<file path="src/rtl/time_count_decoder.sv">
// time_count_decoder
// Serial converter from a 64-bit centisecond count since 1970-01-01 00:00:00.00 UTC
// to calendar display fields. One restoring divider is shared across the
// division phases. Year and month are found by repeated subtraction.
//
// Optional feature macro: WEEKDAY_EN
//   defined   -> MOD7 phase present, dayDisplay carries the weekday (0=Sun).
//   undefined -> MOD7 skipped (64 cycles shorter), dayDisplay tied to 0.
//
// Ports:
//   clockSignal          in   clock, rising edge
//   reset                in   synchronous, active-high
//   start                in   conversion request, honoured only while busy=0
//   countIn[63:0]        in   centiseconds since epoch, latched on accepted start
//   busy                 out  conversion in progress (still 1 in the done cycle)
//   done                 out  one-cycle pulse, displays valid in this cycle
//   overflow             out  last request exceeded YEAR_MAX
//   yearDisplay[13:0], monthDisplay[3:0], dateDisplay[4:0], dayDisplay[2:0]
//   timeInHoursDisplay[4:0], timeInMinutesDisplay[5:0],
//   secondsDisplay[5:0], centisecondsDisplay[6:0]
module time_count_decoder #(
  parameter int unsigned YEAR_MAX = 16383
) (
  input  logic        clockSignal,
  input  logic        reset,
  input  logic        start,
  input  logic [63:0] countIn,
  output logic        busy,
  output logic        done,
  output logic        overflow,
  output logic [13:0] yearDisplay,
  output logic [3:0]  monthDisplay,
  output logic [4:0]  dateDisplay,
  output logic [2:0]  dayDisplay,
  output logic [4:0]  timeInHoursDisplay,
  output logic [5:0]  timeInMinutesDisplay,
  output logic [5:0]  secondsDisplay,
  output logic [6:0]  centisecondsDisplay
);

  localparam logic [3:0] IDLE     = 4'd0;
  localparam logic [3:0] DIV100   = 4'd1;
  localparam logic [3:0] DIV86400 = 4'd2;
  localparam logic [3:0] MOD7     = 4'd3;
  localparam logic [3:0] DIV3600  = 4'd4;
  localparam logic [3:0] DIV60    = 4'd5;
  localparam logic [3:0] YEAR     = 4'd6;
  localparam logic [3:0] MONTH    = 4'd7;
  localparam logic [3:0] FINISH   = 4'd8;

  localparam logic [13:0] YEAR_LAST = 14'(YEAR_MAX);

  logic [3:0]  state;
  logic [63:0] num;       // dividend shifting out, quotient shifting in
  logic [16:0] rem;
  logic [6:0]  cnt;
  logic [63:0] days;
  logic        ovf_pend;
  logic [6:0]  st_cs;
  logic [4:0]  st_h;
  logic [5:0]  st_m;
  logic [5:0]  st_s;
  logic [13:0] st_year;
  logic [3:0]  st_month;
  logic [4:0]  st_date;
`ifdef WEEKDAY_EN
  logic [16:0] sod;
  logic [2:0]  st_wday;
`endif

  logic [16:0] divisor;
  logic [6:0]  iter_last;
  logic [17:0] rem_sh;
  logic [17:0] rem_sub;
  logic        ge;
  logic [16:0] rem_next;
  logic [63:0] num_next;
  logic        last_iter;
  logic        leap;
  logic [63:0] year_len;
  logic [63:0] month_len;

  function automatic logic is_leap(input logic [13:0] y);
    return (y[1:0] == 2'b00) && (((y % 14'd100) != 14'd0) || ((y % 14'd400) == 14'd0));
  endfunction

  function automatic logic [4:0] month_days(input logic [3:0] m, input logic lp);
    case (m)
      4'd2:                      return lp ? 5'd29 : 5'd28;
      4'd4, 4'd6, 4'd9, 4'd11:   return 5'd30;
      default:                   return 5'd31;
    endcase
  endfunction

  always_comb begin
    divisor   = 17'd1;
    iter_last = 7'd0;
    case (state)
      DIV100:   begin divisor = 17'd100;   iter_last = 7'd63; end
      DIV86400: begin divisor = 17'd86400; iter_last = 7'd63; end
`ifdef WEEKDAY_EN
      MOD7:     begin divisor = 17'd7;     iter_last = 7'd63; end
`endif
      DIV3600:  begin divisor = 17'd3600;  iter_last = 7'd16; end
      DIV60:    begin divisor = 17'd60;    iter_last = 7'd11; end
      default:  begin divisor = 17'd1;     iter_last = 7'd0;  end
    endcase
    rem_sh    = {rem, num[63]};
    rem_sub   = rem_sh - {1'b0, divisor};
    ge        = rem_sh >= {1'b0, divisor};
    rem_next  = ge ? 17'(rem_sub) : 17'(rem_sh);
    num_next  = {num[62:0], ge};
    last_iter = (cnt == iter_last);
    leap      = is_leap(st_year);
    year_len  = leap ? 64'd366 : 64'd365;
    month_len = 64'(month_days(st_month, leap));
  end

`ifndef WEEKDAY_EN
  assign dayDisplay = '0;
`endif

  always_ff @(posedge clockSignal) begin
    if (reset) begin
      state                <= IDLE;
      busy                 <= 1'b0;
      done                 <= 1'b0;
      overflow             <= 1'b0;
      yearDisplay          <= 14'd1970;
      monthDisplay         <= 4'd1;
      dateDisplay          <= 5'd1;
`ifdef WEEKDAY_EN
      dayDisplay           <= 3'd4;
`endif
      timeInHoursDisplay   <= '0;
      timeInMinutesDisplay <= '0;
      secondsDisplay       <= '0;
      centisecondsDisplay  <= '0;
    end else begin
      done <= 1'b0;
      case (state)
        IDLE: begin
          // busy is still high for the cycle that carries done, so a start
          // coinciding with done is dropped here.
          if (busy) begin
            busy <= 1'b0;
          end else if (start) begin
            busy     <= 1'b1;
            num      <= countIn;
            rem      <= '0;
            cnt      <= '0;
            ovf_pend <= 1'b0;
            state    <= DIV100;
          end
        end
        DIV100, DIV86400, MOD7, DIV3600, DIV60: begin
          num <= num_next;
          rem <= rem_next;
          cnt <= cnt + 7'd1;
          if (last_iter) begin
            cnt <= '0;
            rem <= '0;
            case (state)
              DIV100: begin
                st_cs <= 7'(rem_next);
                state <= DIV86400;
              end
              DIV86400: begin
                days <= num_next;
`ifdef WEEKDAY_EN
                sod   <= rem_next;
                num   <= num_next + 64'd4;
                state <= MOD7;
`else
                num   <= {rem_next, 47'd0};
                state <= DIV3600;
`endif
              end
`ifdef WEEKDAY_EN
              MOD7: begin
                st_wday <= 3'(rem_next);
                num     <= {sod, 47'd0};
                state   <= DIV3600;
              end
`endif
              DIV3600: begin
                // The 17-/12-bit operands sit at the top of num so the
                // short divides only need that many iterations.
                st_h  <= 5'(num_next);
                num   <= {12'(rem_next), 52'd0};
                state <= DIV60;
              end
              default: begin
                st_m    <= 6'(num_next);
                st_s    <= 6'(rem_next);
                st_year <= 14'd1970;
                state   <= YEAR;
              end
            endcase
          end
        end
        YEAR: begin
          if (days >= year_len) begin
            if (st_year == YEAR_LAST) begin
              ovf_pend <= 1'b1;
              state    <= FINISH;
            end else begin
              days    <= days - year_len;
              st_year <= st_year + 14'd1;
            end
          end else begin
            st_month <= 4'd1;
            state    <= MONTH;
          end
        end
        MONTH: begin
          if (days >= month_len) begin
            days     <= days - month_len;
            st_month <= st_month + 4'd1;
          end else begin
            st_date <= 5'(days) + 5'd1;
            state   <= FINISH;
          end
        end
        FINISH: begin
          done     <= 1'b1;
          overflow <= ovf_pend;
          state    <= IDLE;
          if (!ovf_pend) begin
            yearDisplay          <= st_year;
            monthDisplay         <= st_month;
            dateDisplay          <= st_date;
`ifdef WEEKDAY_EN
            dayDisplay           <= st_wday;
`endif
            timeInHoursDisplay   <= st_h;
            timeInMinutesDisplay <= st_m;
            secondsDisplay       <= st_s;
            centisecondsDisplay  <= st_cs;
          end
        end
        default: state <= IDLE;
      endcase
    end
  end

endmodule

</file>
<file path="config.mk">
export PLATFORM = sky130hd
export DESIGN_NAME = time_count_decoder
export DESIGN_NICKNAME = d
export VERILOG_FILES = /design/src/rtl/time_count_decoder.sv
export SDC_FILE = /design/constraint.sdc
export NUM_CORES = 1
export LEC_CHECK = 0
export BUFFER_PORTS_ARGS = -buffer_cell sky130_fd_sc_hd__buf_2
export CAP_MARGIN = 40
export CORE_MARGIN = 8
export CORE_UTILIZATION = 61
export DETAILED_ROUTE_END_ITERATION = 10
export GPL_TIMING_DRIVEN = 1
export PLACE_DENSITY = 0.86
export SLEW_MARGIN = 20
export SYNTH_ARGS = -nofsm -noshare
export SYNTH_HDL_FRONTEND = slang
export SYNTH_SLANG_ARGS = --single-unit
</file>
<file path="constraint.sdc">
create_clock -name clockSignal -period 18.3 [get_ports clockSignal]
set_input_delay 1.83 -clock clockSignal [delete_from_list [all_inputs] [get_ports clockSignal]]
set_output_delay 1.83 -clock clockSignal [all_outputs]
set_load 0.02 [all_outputs]
</file>
; After elaboration in Yosys (flattened, before gate mapping)
; Cells that the tools add are included.
[word_totals]
ff_bits = 254
in_bits = 67
out_inout_bits = 53
wordCells = 141
[op_classes]
add_sub_neg = 7
div_mod_pow = 2
n_lt_le_gt_ge = 3
n_eq_ne = 27
muxes = 49
bitwise = 4
n_reduce_logical = 26
[op_table]
columns = operator, n
row1 = 64-bit two-way mux, 8
row2 = 64-bit one-hot mux with 2 select lines, 2
row3 = 64-bit one-hot mux with 3 select lines, 1
row4 = 17-bit two-way mux, 4
row5 = 17-bit one-hot mux with 4 select lines, 1
row6 = 64-bit by 5-bit greater-or-equal comparator with 1-bit output, 1
row7 = 64-bit by 9-bit greater-or-equal comparator with 1-bit output, 1
row8 = 64-bit by 5-bit subtractor with 64-bit output, 1
row9 = 64-bit by 9-bit subtractor with 64-bit output, 1
row10 = 14-bit two-way mux, 4
row11 = 17-bit one-hot mux with 2 select lines, 1
row12 = 4-bit two-way mux, 8
row13 = 14-bit one-hot mux with 2 select lines, 1
row14 = "4-bit by 3-bit == test with 1-bit output, second input constant", 6
row15 = "2-bit != test, second input constant", 11
row16 = 7-bit two-way mux, 3
row17 = 4-bit AND reduction, 5
row18 = 18-bit by 17-bit greater-or-equal comparator with 1-bit output, 1
row19 = 6-bit one-hot mux with 3 select lines, 1
row20 = 17-bit subtractor, 1
row21 = 4-bit one-hot mux with 4 select lines, 1
row22 = "14-bit by 1-bit adder with 14-bit output, second input constant", 1
row23 = "14-bit == test, second input constant", 1
row24 = 14-bit logical NOT, 1
row25 = 34 further kinds, 52

; Depth between registers and ports, before layout
; Gate-level depths: netlist of the first run.
[logic_depth]
word_depth = 9
depth_mapped = 34
depth_no_buf = 33

; Worst setup path after synthesis of the first run
; OpenSTA, ideal clock, no wires.
[synth_path]
path_type = input to register
start = in start
end = reg cnt[0] (enable)
setup_ps = 1003
arrival_time_ps = 15566
t_required_ps = 17297
slack_ps = 1730
path_stages = 2
path_buffers = 0
path_cell_list = nand2b_1 > a2111oi_0
[synth_via]
elab_chain_cells = 2
[synth_rtl]
columns = element, line_no
row1 = from (decl), 26  ; input logic start,
row2 = 2-bit != test (no source line), --
row3 = 4-bit AND reduction (no source line), --
row4 = to (signal assigned), 159  ; cnt <= cnt + 7'd1;
row5 = to (decl), 56  ; logic [6:0] cnt;
; Every way passes these cells.
; A chain may end at the register's enable or synchronous reset.

; Final worst setup path of the first run
[layout_path]
start = reg st_year[12]
end = reg days[58], data pin
[layout_via]
elab_chain_cells = 9
word_cells_on_any_way = 15
classes_between = add/sub (2) / div (2) / mux (7) / reduce/logical (4)
[layout_rtl]
columns = element, line_no
row1 = from (decl), 63  ; logic [13:0] st_year;
row2 = from (signal assigned), 209  ; st_year <= st_year + 14'd1;
row3 = 14-bit by 7-bit modulo with 14-bit output or 14-bit by 9-bit modulo with 14-bit output (tied branches), 84  ; return (y[1:0] == 2'b00) && (((y % 14'd100) != 14'd0) || ((y % 14'd400) == 14'd0));
row4 = 14-bit nonzero test or 14-bit logical NOT (tied branches), 84
row5 = 1-bit logical OR (*), 84
row6 = 1-bit logical AND (*), 84
row7 = 1-bit two-way mux or 2-bit two-way mux (tied branches), "89, 115"
row8 = 2-bit one-hot mux with 2 select lines or 64-bit by 9-bit subtractor with 64-bit output (tied branches), "88, 208"
row9 = 64-bit by 5-bit subtractor with 64-bit output or 64-bit two-way mux (tied branches), "218, 204"
row10 = 64-bit two-way mux (on tied branches), "217, 203"
row11 = 64-bit one-hot mux with 3 select lines (*), 141  ; case (state)
row12 = to (signal assigned), 169  ; days <= num_next;
row13 = to (signal assigned), 208  ; days <= days - year_len;
row14 = to (signal assigned), 218  ; days <= days - month_len;
row15 = to (decl), 57  ; logic [63:0] days;
; Every way passes the cells marked *; elsewhere a longest branch is shown, timed or not. The select of a mux whose other input is x is not followed.

==> metrics.md, run 1 <==
| Metric | Value |
|---|---|
| GRT Util Overall | `23.9%` |
| Pin slew with the least headroom to its limit | `0.924 ns` |
| Final worst setup slack | `9.54 ns` |
| CP required | `18.58 ns` |
| Commonest non-fill, non-tap cells in the layout | `329 x nand2_1, 200 x edfxtp_1, 166 x o21ai_0, 117 x buf_2, 114 x nor2_1` |
| Chip width | `169 um` |
| Commonest non-fill, non-tap cell in the layout | `nand2_1` |
| RePlAce Congestion | `0.911` |
| Vias in the first global route | `around 12000` |
| H-Tree Depth | `1` |
| Slowest CP cell | `edfxtp_1` |
| Detail Placement HPWL | `24700 um` |
| Buffer count from post-CTS setup fixing | `0` |
| Pleak | `5.89 nW` |
| Syn avg cell area | `between 9 and 10 um^2` |
| Largest net degree at the start of global routing | `87` |
| Final core occ | `69.3%` |
| Max Root-Sink Buffers | `3` |
| Final setup violation count | `0` |
| Final Slew Violations | `0` |
| Starting density of the core | `61.7%` |
| Post-placement worst setup slack | `9.86 ns` |
| RSZ-0062 raised after global routing | `false` |
| Vias | `12287` |
| Initial antenna violation count | `0` |
| Max-slew headroom | `37.7%` |
| Crit path DAT | `9.05 ns` |
| Drt first pass iters | `5` |
| CTS root buf | `clkbuf_16` |
| Seq/Total Area, Yosys | `49.4%` |
| Clk Latency, worst-skew pair | `0.55 ns` |
| Status | `finished, final reports clean` |
| Max Fanout on Critical Path | `20` |
| Chip Height | `169 um` |
| Grt peak-use layer | `met2` |
| Drt drc | `0` |
| Post-synth ARST share | `0%` |
| Top_reg_cell synth | `edfxtp_1` |
| CP endpoint kind | `flip-flop` |
| Via density | `around 6` |
| # rows | `56` |
| WL/cell | `around 18 um` |
| Worst min-delay path category | `reg -> reg` |
| CP delay by family, top | `compound AO/OA/AOI/OAI gates` |
| Area delta synth->final | `12.5%` |
| Fin crit period | `8.76 ns` |
| Crit Path Category | `reg -> reg` |
| Final nets | `1754` |
| ANT cells | `0` |
| Met3 GRT Util | `under 10%` |
| Total CTS buffers | `27` |
| Hold Buf Count CTS | `0` |
| Final clock skew | `around 0.017 ns` |
| Ports | `120` |
| Core area | `23300 um^2` |
| CTS tree | `built` |
| F_max | `114 MHz` |
| IO Port Bufs | `116` |
| Pwr/cell area | `139 nW/um^2` |
| Seq cells post-synth | `roughly 250` |
| WL final | `35500 um` |
| Synth Warn # | `0` |
| Post-synthesis cell type count | `between 70 and 80` |
| Final TNS setup | `0 ns` |
| Gate Count Post-Synth | `~1600` |
| Fin crit share | `a little under half` |
| GR Overflow Total | `0` |
| Layout filler cell count | `between 1500 and 2000` |
| Full die area | `28700 um^2` |
| Peak supply drop | `about 0.000086 V` |
| Met1 Use GR | `31.9%` |
| Design Power | `2.24 mW` |
| CTS Sinks | `between 200 and 300` |
| GR met2 Demand/Resource | `39.2%` |
| Layout cell share with drive strength beyond 1 | `12.7%` |
| Buffers & Inverters on Critical Path | `1` |
| Detail Route Antenna Nets | `0` |
| Max-Cap Viols | `0` |
| Startpoint Class | `flip-flop` |
| Post-synth EDFFs | `200` |
| First-pass GRT wire length | `57200 um` |
| Most used cell, CP | `a21oi_1` |
| Fin. Hold Viols | `0` |
| Initial DRC count | `1579` |
| Post-CTS sizing | `0` |
| Worst-path clk slew | `0.06 ns` |
| Cell area after synthesis | `14300 um^2` |
| Crit-path max cell delay | `0.75 ns` |
metrics by stage:
| step | hold WS (ns) | instance area [um^2] | cells |
|---|---|---|---|
| floorplan | 0.433 | 14300 | 1582 |
| global placement | 0.439 | 15100 | 1941 |
| detailed placement | 0.444 | 15200 | 1945 |
| CTS | 0.452 | 16100 | 1995 |
| global route | 0.466 | 16100 | 1998 |
| finish | 0.453 | 16100 | 1998 |
routing by layer:
metal	share of wire (%)	wire (um)
met2	46	16400
met3	8.3	2940
met1	42	15000
met5	0	0
met4	3.2	1150
logic make-up (layout without fill, tap and decap cells):
logic type               after synthesis  count (layout)  share of synthesized area (%)
AO/OA/AOI/OAI                        399             399                           16.8
multiplexers                           8               8                          0.593
XOR/XNOR                             102             102                           6.28
adder cells (fa/ha/maj)               29              29                           2.63
flip-flops                           254             254                           49.4
AND/OR/NAND/NOR                      653             653                           20.6
other                                  1               3                         0.0261
buffers and inverters                134             231                           3.65
path summary, 6_finish.rpt:
path	from	end	slack, ns	cells after the start
setup / recovery	st_year[12]$_SDFFCE_PN0P_	days[58]$_DFFE_PP_	9.54	31
hold / removal	centisecondsDisplay[4]$_SDFFE_PP0P_	centisecondsDisplay[4]$_SDFFE_PP0P_	0.45	2
setup reg to reg	st_year[12]$_SDFFCE_PN0P_	days[58]$_DFFE_PP_	9.54	31
hold reg to reg	centisecondsDisplay[4]$_SDFFE_PP0P_	centisecondsDisplay[4]$_SDFFE_PP0P_	0.45	2
report_power, final:
| group | switching, mW | leakage (nW) | internal, mW | total, mW |
|---|---|---|---|---|
| clock | 0.230 | 0.444 | 0.323 | 0.553 |
| sequential | 0.0781 | 2.28 | 0.814 | 0.892 |
| combinational | 0.521 | 3.17 | 0.276 | 0.796 |
| total | 0.829 | 5.89 | 1.41 | 2.24 |
registers in the layout, summed over array words and instances, names as in the netlist, 5 cells and up:
register / flops
secondsDisplay: 6
yearDisplay: 14
centisecondsDisplay: 7
st_m: 6
timeInMinutesDisplay: 6
num: 64
st_cs: 7
timeInHoursDisplay: 5
st_year: 14
st_s: 6
st_date: 5
cnt: 7
dateDisplay: 5
days: 64
st_h: 5
rem: 17
synth_stat cells, types with 6 or more instances:
cell	instances	area share (%)
nor2b_1	12	0.52
a21o_1	11	0.58
o21ai_0	166	5.8
clkbuf_1	75	2.0
or3_1	19	0.83
nand3_1	36	1.3
buf_2	7	0.24
dfxtp_1	54	7.5
a21oi_1	96	3.4
nor2_1	116	3.0
nand2b_1	11	0.48
nand2_1	329	8.6
o22ai_1	11	0.48
inv_1	44	1.2
nor4_1	15	0.65
xnor2_1	66	4.0
nand3b_1	11	0.58
o21ai_1	9	0.31
edfxtp_1	200	42
and2_1	7	0.31
nor3_1	41	1.4
o211ai_1	15	0.79
or2_2	9	0.39
a211oi_1	8	0.42
and3_1	13	0.57
o31ai_1	6	0.31
ha_1	27	2.4
xor2_1	35	2.1
o221ai_1	12	0.73
nand4_1	10	0.44
o21a_1	15	0.79
worst min-delay path, delay by kind of cell, from the launching register on:
family	cells	cell delay, ns
flops	1	0.31
compound gates	1	0.05
simple gates	1	0.05
layout make-up:
| class | instances | area, um^2 | area share, % |
|---|---|---|---|
| timing repair buffer | 135 | 796 | 4.93 |
| inverter | 46 | 173 | 1.07 |
| clock inverter | 13 | 134 | 0.830 |
| tap | 319 | 399 | 2.47 |
| clock buffer | 37 | 766 | 4.75 |
| sequential | 254 | 7090 | 43.9 |
| multi-input combinational | 1194 | 6780 | 42.0 |
(Power assumes the default switching activity.)
==> inputs of run 2 (changes only) <==
clock period = 8.2 ns   (was 18.3 ns; I/O delays follow)
==> metrics.md, run 2 (synthesized netlist as in run 1, its figures left out) <==
| Metric | Value |
|---|---|
| CTS Sinks | `254 (unchanged)` |
| Chip Height | `169 um (unchanged)` |
| Fin crit share | `95.4% (+48 points)` |
| Area delta synth->final | `14.7%` |
| Post-placement worst setup slack | `-0.0154 ns (-9.88 ns)` |
| Initial antenna violation count | `0 (unchanged)` |
| Fin. Hold Viols | `0 (unchanged)` |
| Worst min-delay path category | `reg -> reg` |
| Placed Cells incl. Taps | `1956 (+0.57%)` |
| Max-slew headroom | `34.0% (-3.8 points)` |
| Top flop regs | `days: 64 flops, num: 64 flops, rem: 17 flops` |
| Peak supply drop | `0.000271 V (+220%)` |
| Fin crit period | `7.83 ns (-0.935 ns)` |
| Drt first pass iters | `6 (+1)` |
| Layout cell share with drive strength beyond 1 | `15.0% (+2.3 points)` |
| CTS root buf | `clkbuf_16` |
| Crit-path max cell delay | `0.53 ns (-0.22 ns)` |
| Max Fanout on Critical Path | `7 (-65%)` |
| CP endpoint kind | `flip-flop` |
| GR Overflow Total | `0 (unchanged)` |
| Clk Latency, worst-skew pair | `0.54 ns (about the same)` |
| Non-filler instance count after layout | `2032 (+1.7%)` |
| Drt drc | `0 (unchanged)` |
| # rows | `56 (unchanged)` |
| IO Port Bufs | `116 (unchanged)` |
| Pwr/cell area | `305 nW/um^2 (+120%)` |
| GRT Util Overall | `24.3% (+0.43 points)` |
| Ports | `120 (unchanged)` |
| CP required | `8.48 ns (-10.10 ns)` |
| Chip width | `169 um (unchanged)` |
| Hold Buf Count CTS | `0 (unchanged)` |
| First-pass GRT wire length | `58000 um (+1.4%)` |
| Pin slew with the least headroom to its limit | `0.982 ns (+0.0575 ns)` |
| WL final | `36700 um (+3.4%)` |
| Worst-path clk slew | `0.07 ns (about the same)` |
| H-Tree Depth | `1 (unchanged)` |
| Crit path DAT | `8.10 ns (-0.95 ns)` |
| Layout filler cell count | `1747 (-1.9%)` |
| Largest net degree at the start of global routing | `84 (-3.4%)` |
| Starting density of the core | `61.7% (unchanged)` |
| ANT cells | `0 (unchanged)` |
| Max Root-Sink Buffers | `3 (unchanged)` |
| Final setup violation count | `0 (unchanged)` |
| RePlAce Congestion | `0.904 (-0.77%)` |
| Max-Cap Viols | `0 (unchanged)` |
| Detail Placement HPWL | `25300 um (+2.6%)` |
| Full die area | `28700 um^2 (unchanged)` |
| Vias in the first global route | `11574 (-0.81%)` |
| Status | `finished, final reports clean` |
| Slowest CP cell | `a2111o_1` |
| Crit Path Category | `reg -> reg` |
| Core area | `23300 um^2 (unchanged)` |
| Total CTS buffers | `27 (unchanged)` |
| Commonest non-fill, non-tap cells in the layout | `329 x nand2_1, 200 x edfxtp_1, 166 x o21ai_0, 119 x buf_2, 113 x nor2_1` |
| F_max | `128 MHz (+12%)` |
| Final worst setup slack | `0.374 ns (-9.17 ns)` |
| Final Slew Violations | `0 (unchanged)` |
| Commonest non-fill, non-tap cell in the layout | `nand2_1` |
| CTS tree | `built` |
| Detail Route Antenna Nets | `0 (unchanged)` |
| Final clock skew | `0.0245 ns (+0.00751 ns)` |
| Startpoint Class | `flip-flop` |
| WL/cell | `18.1 um (+1.7%)` |
| Via density | `6.05 (-1.6%)` |
| Final nets | `1789 (+2.0%)` |
| Initial DRC count | `1571 (-0.51%)` |
| Pleak | `6.05 nW (+2.7%)` |
| Vias | `12293 (+0.049%)` |
-- run 2: worst max-delay path: cells and delay by family (launching register included) --
family	cells	cell delay (ns)
flops	1	0.49
buf+inv	1	0.07
compound gates	13	3.46
simple gates	12	2.44
fa+ha+maj	2	0.58
xor+xnor	3	0.52
-- run 2: path summary, 6_finish.rpt --
check                                                         from                            endpoint  slack (ns)  cells past startpoint
worst max register to register            st_year[9]$_SDFFCE_PN1P_                  days[58]$_DFFE_PP_        0.37                     31
worst max-delay path                      st_year[9]$_SDFFCE_PN1P_                  days[58]$_DFFE_PP_        0.37                     31
worst min-delay path            timeInHoursDisplay[1]$_SDFFE_PP0P_  timeInHoursDisplay[1]$_SDFFE_PP0P_        0.45                      2
worst min register to register  timeInHoursDisplay[1]$_SDFFE_PP0P_  timeInHoursDisplay[1]$_SDFFE_PP0P_        0.45                      2
-- run 2: cell type report --
| cell class | count | area, um^2 | area share, % |
|---|---|---|---|
| clock buffer | 31 | 691 | 4.20 |
| clock inverter | 18 | 138 | 0.836 |
| inverter | 46 | 173 | 1.05 |
| multi-input combinational | 1195 | 6910 | 42.0 |
| sequential | 254 | 7090 | 43.1 |
| tap | 319 | 399 | 2.43 |
| timing repair buffer | 169 | 1060 | 6.46 |
-- run 2: repair_timing --
item                       CTS  global route
buffers inserted             0            22
setup endpoints to repair    1           114
gates cloned                 0             1
resized for setup            1            18
pin swaps                    0             3
-- run 2: metal layers --
layer	up-vias	GRT usage, %	wire length (um)
li1	5863	-	-
met1	5820	32.3	15200
met2	541	40.9	17700
met3	69	3.70	3030
met4	0	7.04	808
met5	-	0	0
-- run 2: per-stage QoR --
| stage | area, um^2 | util (%) | TNS, ns | hold slack, ns | power (mW) |
|---|---|---|---|---|---|
| 2_1_floorplan | 14400 | - | 0 | 0.433 | 3.22 |
| 3_3_place_gp | 15200 | 65.3 | 0 | 0.439 | 3.66 |
| 3_5_place_dp | 15300 | 65.8 | -0.0154 | 0.444 | 3.78 |
| 4_1_cts | 16100 | 69.4 | 0 | 0.452 | 4.96 |
| 5_1_grt | 16500 | 70.7 | -1.44 | 0.472 | 5.30 |
| 6_report | 16500 | 70.7 | 0 | 0.450 | 5.02 |
-- run 2: report_power, final --
group,total (mW),switching [mW],internal [mW]
logic,1.87,1.21,0.655
clock network,1.17,0.501,0.664
registers,1.99,0.174,1.82
total,5.02,1.89,3.14
==> inputs of run 3 (changes only) <==
CORE_UTILIZATION = 65   (was 61)
PLACE_DENSITY = 0.91   (was 0.86)
clock period = 9.18 ns   (was 8.2 ns; I/O delays follow)
==> metrics.md, run 3 (synthesized netlist as in run 1, its figures left out) <==
| Metric | Value |
|---|---|
| Status | `finished, final reports clean` |
| WL/cell | `19.0 um (+5.2%)` |
| # rows | `54 (-3.6%)` |
| R2r setup slk | `0.72 ns (+0.35 ns)` |
| H-Tree Depth | `1 (unchanged)` |
| Post-route cell area | `16100 um^2 (-1.9%)` |
| Final nets | `1757 (-1.8%)` |
| Core area | `21800 um^2 (-6.5%)` |
| Cell Area, Placed | `15200 um^2 (-0.86%)` |
| Peak supply drop | `0.000187 V (-31%)` |
| Met3 routed WL | `3560 um (+18%)` |
| Sw Share | `37.3% (-0.28 points)` |
| CP delay by family, top | `compound AO/OA/AOI/OAI gates` |
| Detail Route Antenna Nets | `0 (unchanged)` |
| Starting density of the core | `65.9% (+4.3 points)` |
| Startpoint Class | `flip-flop` |
| CP endpoint kind | `flip-flop` |
| IO Port Bufs | `116 (unchanged)` |
| Combinational power share | `36.3% (-0.9 points)` |
| Area delta synth->final | `12.5%` |
| Crit-path max cell delay | `0.60 ns (+0.07 ns)` |
| Hold path start | `secondsDisplay[1]$_SDFFE_PP0P_` |
| Met2 WL post-DR | `18000 um (+1.8%)` |
| Worst r2r path cells | `31 (unchanged)` |
| Drt drc | `0 (unchanged)` |
| Full die area | `27100 um^2 (-5.6%)` |
| Pin slew with the least headroom to its limit | `0.873 ns (-0.109 ns)` |
| Seq pwr share | `39.2% (-0.4 points)` |
| Slowest CP cell | `edfxtp_1` |
| Fin crit share | `92.2% (-3.3 points)` |
| Layout cell share with drive strength beyond 1 | `12.9% (-2.1 points)` |
| Top layer in use | `met4` |
| Final setup violation count | `0 (unchanged)` |
| First-pass GRT wire length | `59300 um (+2.3%)` |
| Chip Height | `165 um (-2.8%)` |
| Reg2reg start | `st_year[8]$_SDFFCE_PN1P_` |
| Hold Buf Count CTS | `0 (unchanged)` |
| Initial antenna violation count | `0 (unchanged)` |
| Crit Path Category | `reg -> reg` |
| Total CTS buffers | `27 (unchanged)` |
| F_max | `118 MHz (-7.5%)` |
| Fin. Hold Viols | `0 (unchanged)` |
| Crit path DAT | `8.73 ns (+0.63 ns)` |
| Final Slew Violations | `0 (unchanged)` |
| Via density | `6.42 (+6.2%)` |
| CTS root buf | `clkbuf_16` |
| GR Overflow Total | `0 (unchanged)` |
| Pwr/cell area | `281 nW/um^2 (-7.9%)` |
| Fin crit period | `8.46 ns (+0.635 ns)` |
| Chip width | `165 um (-2.8%)` |
| Critical path startpoint | `st_year[8]$_SDFFCE_PN1P_` |
| Reg area | `7090 um^2 (unchanged)` |
| Worst min-delay path category | `reg -> reg` |
| Final TNS setup | `0 ns (unchanged)` |
| ANT cells | `0 (unchanged)` |
| End of the worst register-to-register path | `days[58]$_DFFE_PP_` |
| RSZ-0062 raised after global routing | `false` |
| Internal | `2.85 mW (-9.3%)` |
| Crit path to | `days[58]$_DFFE_PP_` |
| Final clock skew | `0.0136 ns (-0.0109 ns)` |
| Vias | `12583 (+2.4%)` |
| Multi-input gate area | `6810 um^2 (-1.4%)` |
| GRT Util Overall | `26.6% (+2.3 points)` |
| CTS tree | `built` |
| Max-slew headroom | `41.2% (+7.2 points)` |
| Max Root-Sink Buffers | `3 (unchanged)` |
| Buffers & Inverters on Critical Path | `1 (unchanged)` |
| Top flop regs | `days: 64 flops, num: 64 flops, rem: 17 flops` |
| Largest net degree at the start of global routing | `75 (-11%)` |
| Initial DRC count | `1455 (-7.4%)` |
| Pleak | `5.91 nW (-2.2%)` |
| CP required | `9.45 ns (+0.97 ns)` |
| Worst-path clk slew | `0.07 ns (about the same)` |
| Drt first pass iters | `6 (unchanged)` |
| Layout filler cell count | `1474 (-16%)` |
| Max-Cap Viols | `0 (unchanged)` |
| RePlAce Congestion | `0.905 (about the same)` |
| Max Fanout on Critical Path | `16 (+9)` |
| CTS Sinks | `254 (unchanged)` |
| Clk pwr share | `24.5% (+1.3 points)` |
| Sw Pwr | `1.69 mW (-10%)` |
| Commonest non-fill, non-tap cell in the layout | `nand2_1` |
| WL final | `37200 um (+1.4%)` |
| Clk Latency, worst-skew pair | `0.53 ns (about the same)` |
| Ports | `120 (unchanged)` |
| Detail Placement HPWL | `25000 um (-1.3%)` |
| Vias in the first global route | `12079 (+4.4%)` |
| Commonest non-fill, non-tap cells in the layout | `329 x nand2_1, 200 x edfxtp_1, 166 x o21ai_0, 117 x buf_2, 114 x nor2_1` |
| Hold depth | `2 (unchanged)` |
| Worst path depth | `31 (unchanged)` |
| M1 WL | `14500 um (-4.7%)` |
## run 3: routing by layer
| metal | track usage (%) | vias up |
|---|---|---|
| li1 | - | 5789 |
| met1 | 34.2 | 5928 |
| met5 | 0 | - |
| met3 | 3.76 | 114 |
| met2 | 45.0 | 752 |
| met4 | 10.4 | 0 |
## run 3: cell type report
class / count / area share, %
multi-input combinational: 1194 / 42.2
inverter: 46 / 1.07
clock inverter: 12 / 0.868
sequential: 254 / 43.9
tap: 280 / 2.17
timing repair buffer: 138 / 5.09
clock buffer: 35 / 4.70
## run 3: power by group through the flow
stage | clock [mW] | combinational (mW) | sequential, mW
after floorplan | 0 | 1.13 | 1.75
after global placement | 0 | 1.45 | 1.78
after detailed placement | 0 | 1.56 | 1.79
after CTS | 1.12 | 1.60 | 1.77
after global routing | 1.16 | 1.82 | 1.80
final | 1.11 | 1.65 | 1.78
## run 3: tightest hold or removal path: stages, from the launching register on
cell	delay, ns
dfxtp_1	0.30
nand2_1	0.05
a21oi_1	0.05
## run 3: stage by stage
stage	worst slack, ns	utilization, %	instances	power (mW)	hold slack (ns)
6_report	0.719	74.2	1959	4.54	0.451
5_1_grt	0.0408	74.2	1959	4.77	0.471
4_1_cts	0.810	73.9	1953	4.48	0.452
3_5_place_dp	0.902	69.7	1906	3.35	0.444
3_3_place_gp	1.29	69.2	1898	3.23	0.439
2_1_floorplan	0.238	-	1582	2.88	0.433
## run 3: worst min path at each step
stage / end / slack (ns)
after floorplan: dateDisplay[0]$_SDFFE_PP1P_ / 0.43
after global placement: timeInHoursDisplay[2]$_SDFFE_PP0P_ / 0.44
after detailed placement: timeInHoursDisplay[3]$_SDFFE_PP0P_ / 0.44
after CTS: timeInHoursDisplay[3]$_SDFFE_PP0P_ / 0.45
after global routing: timeInHoursDisplay[3]$_SDFFE_PP0P_ / 0.47
final: secondsDisplay[1]$_SDFFE_PP0P_ / 0.45
## run 3: what timing repair did
action,CTS,global route
endpoints found under the setup margin,0,1
gates resized for setup,0,3
buffers inserted,0,0
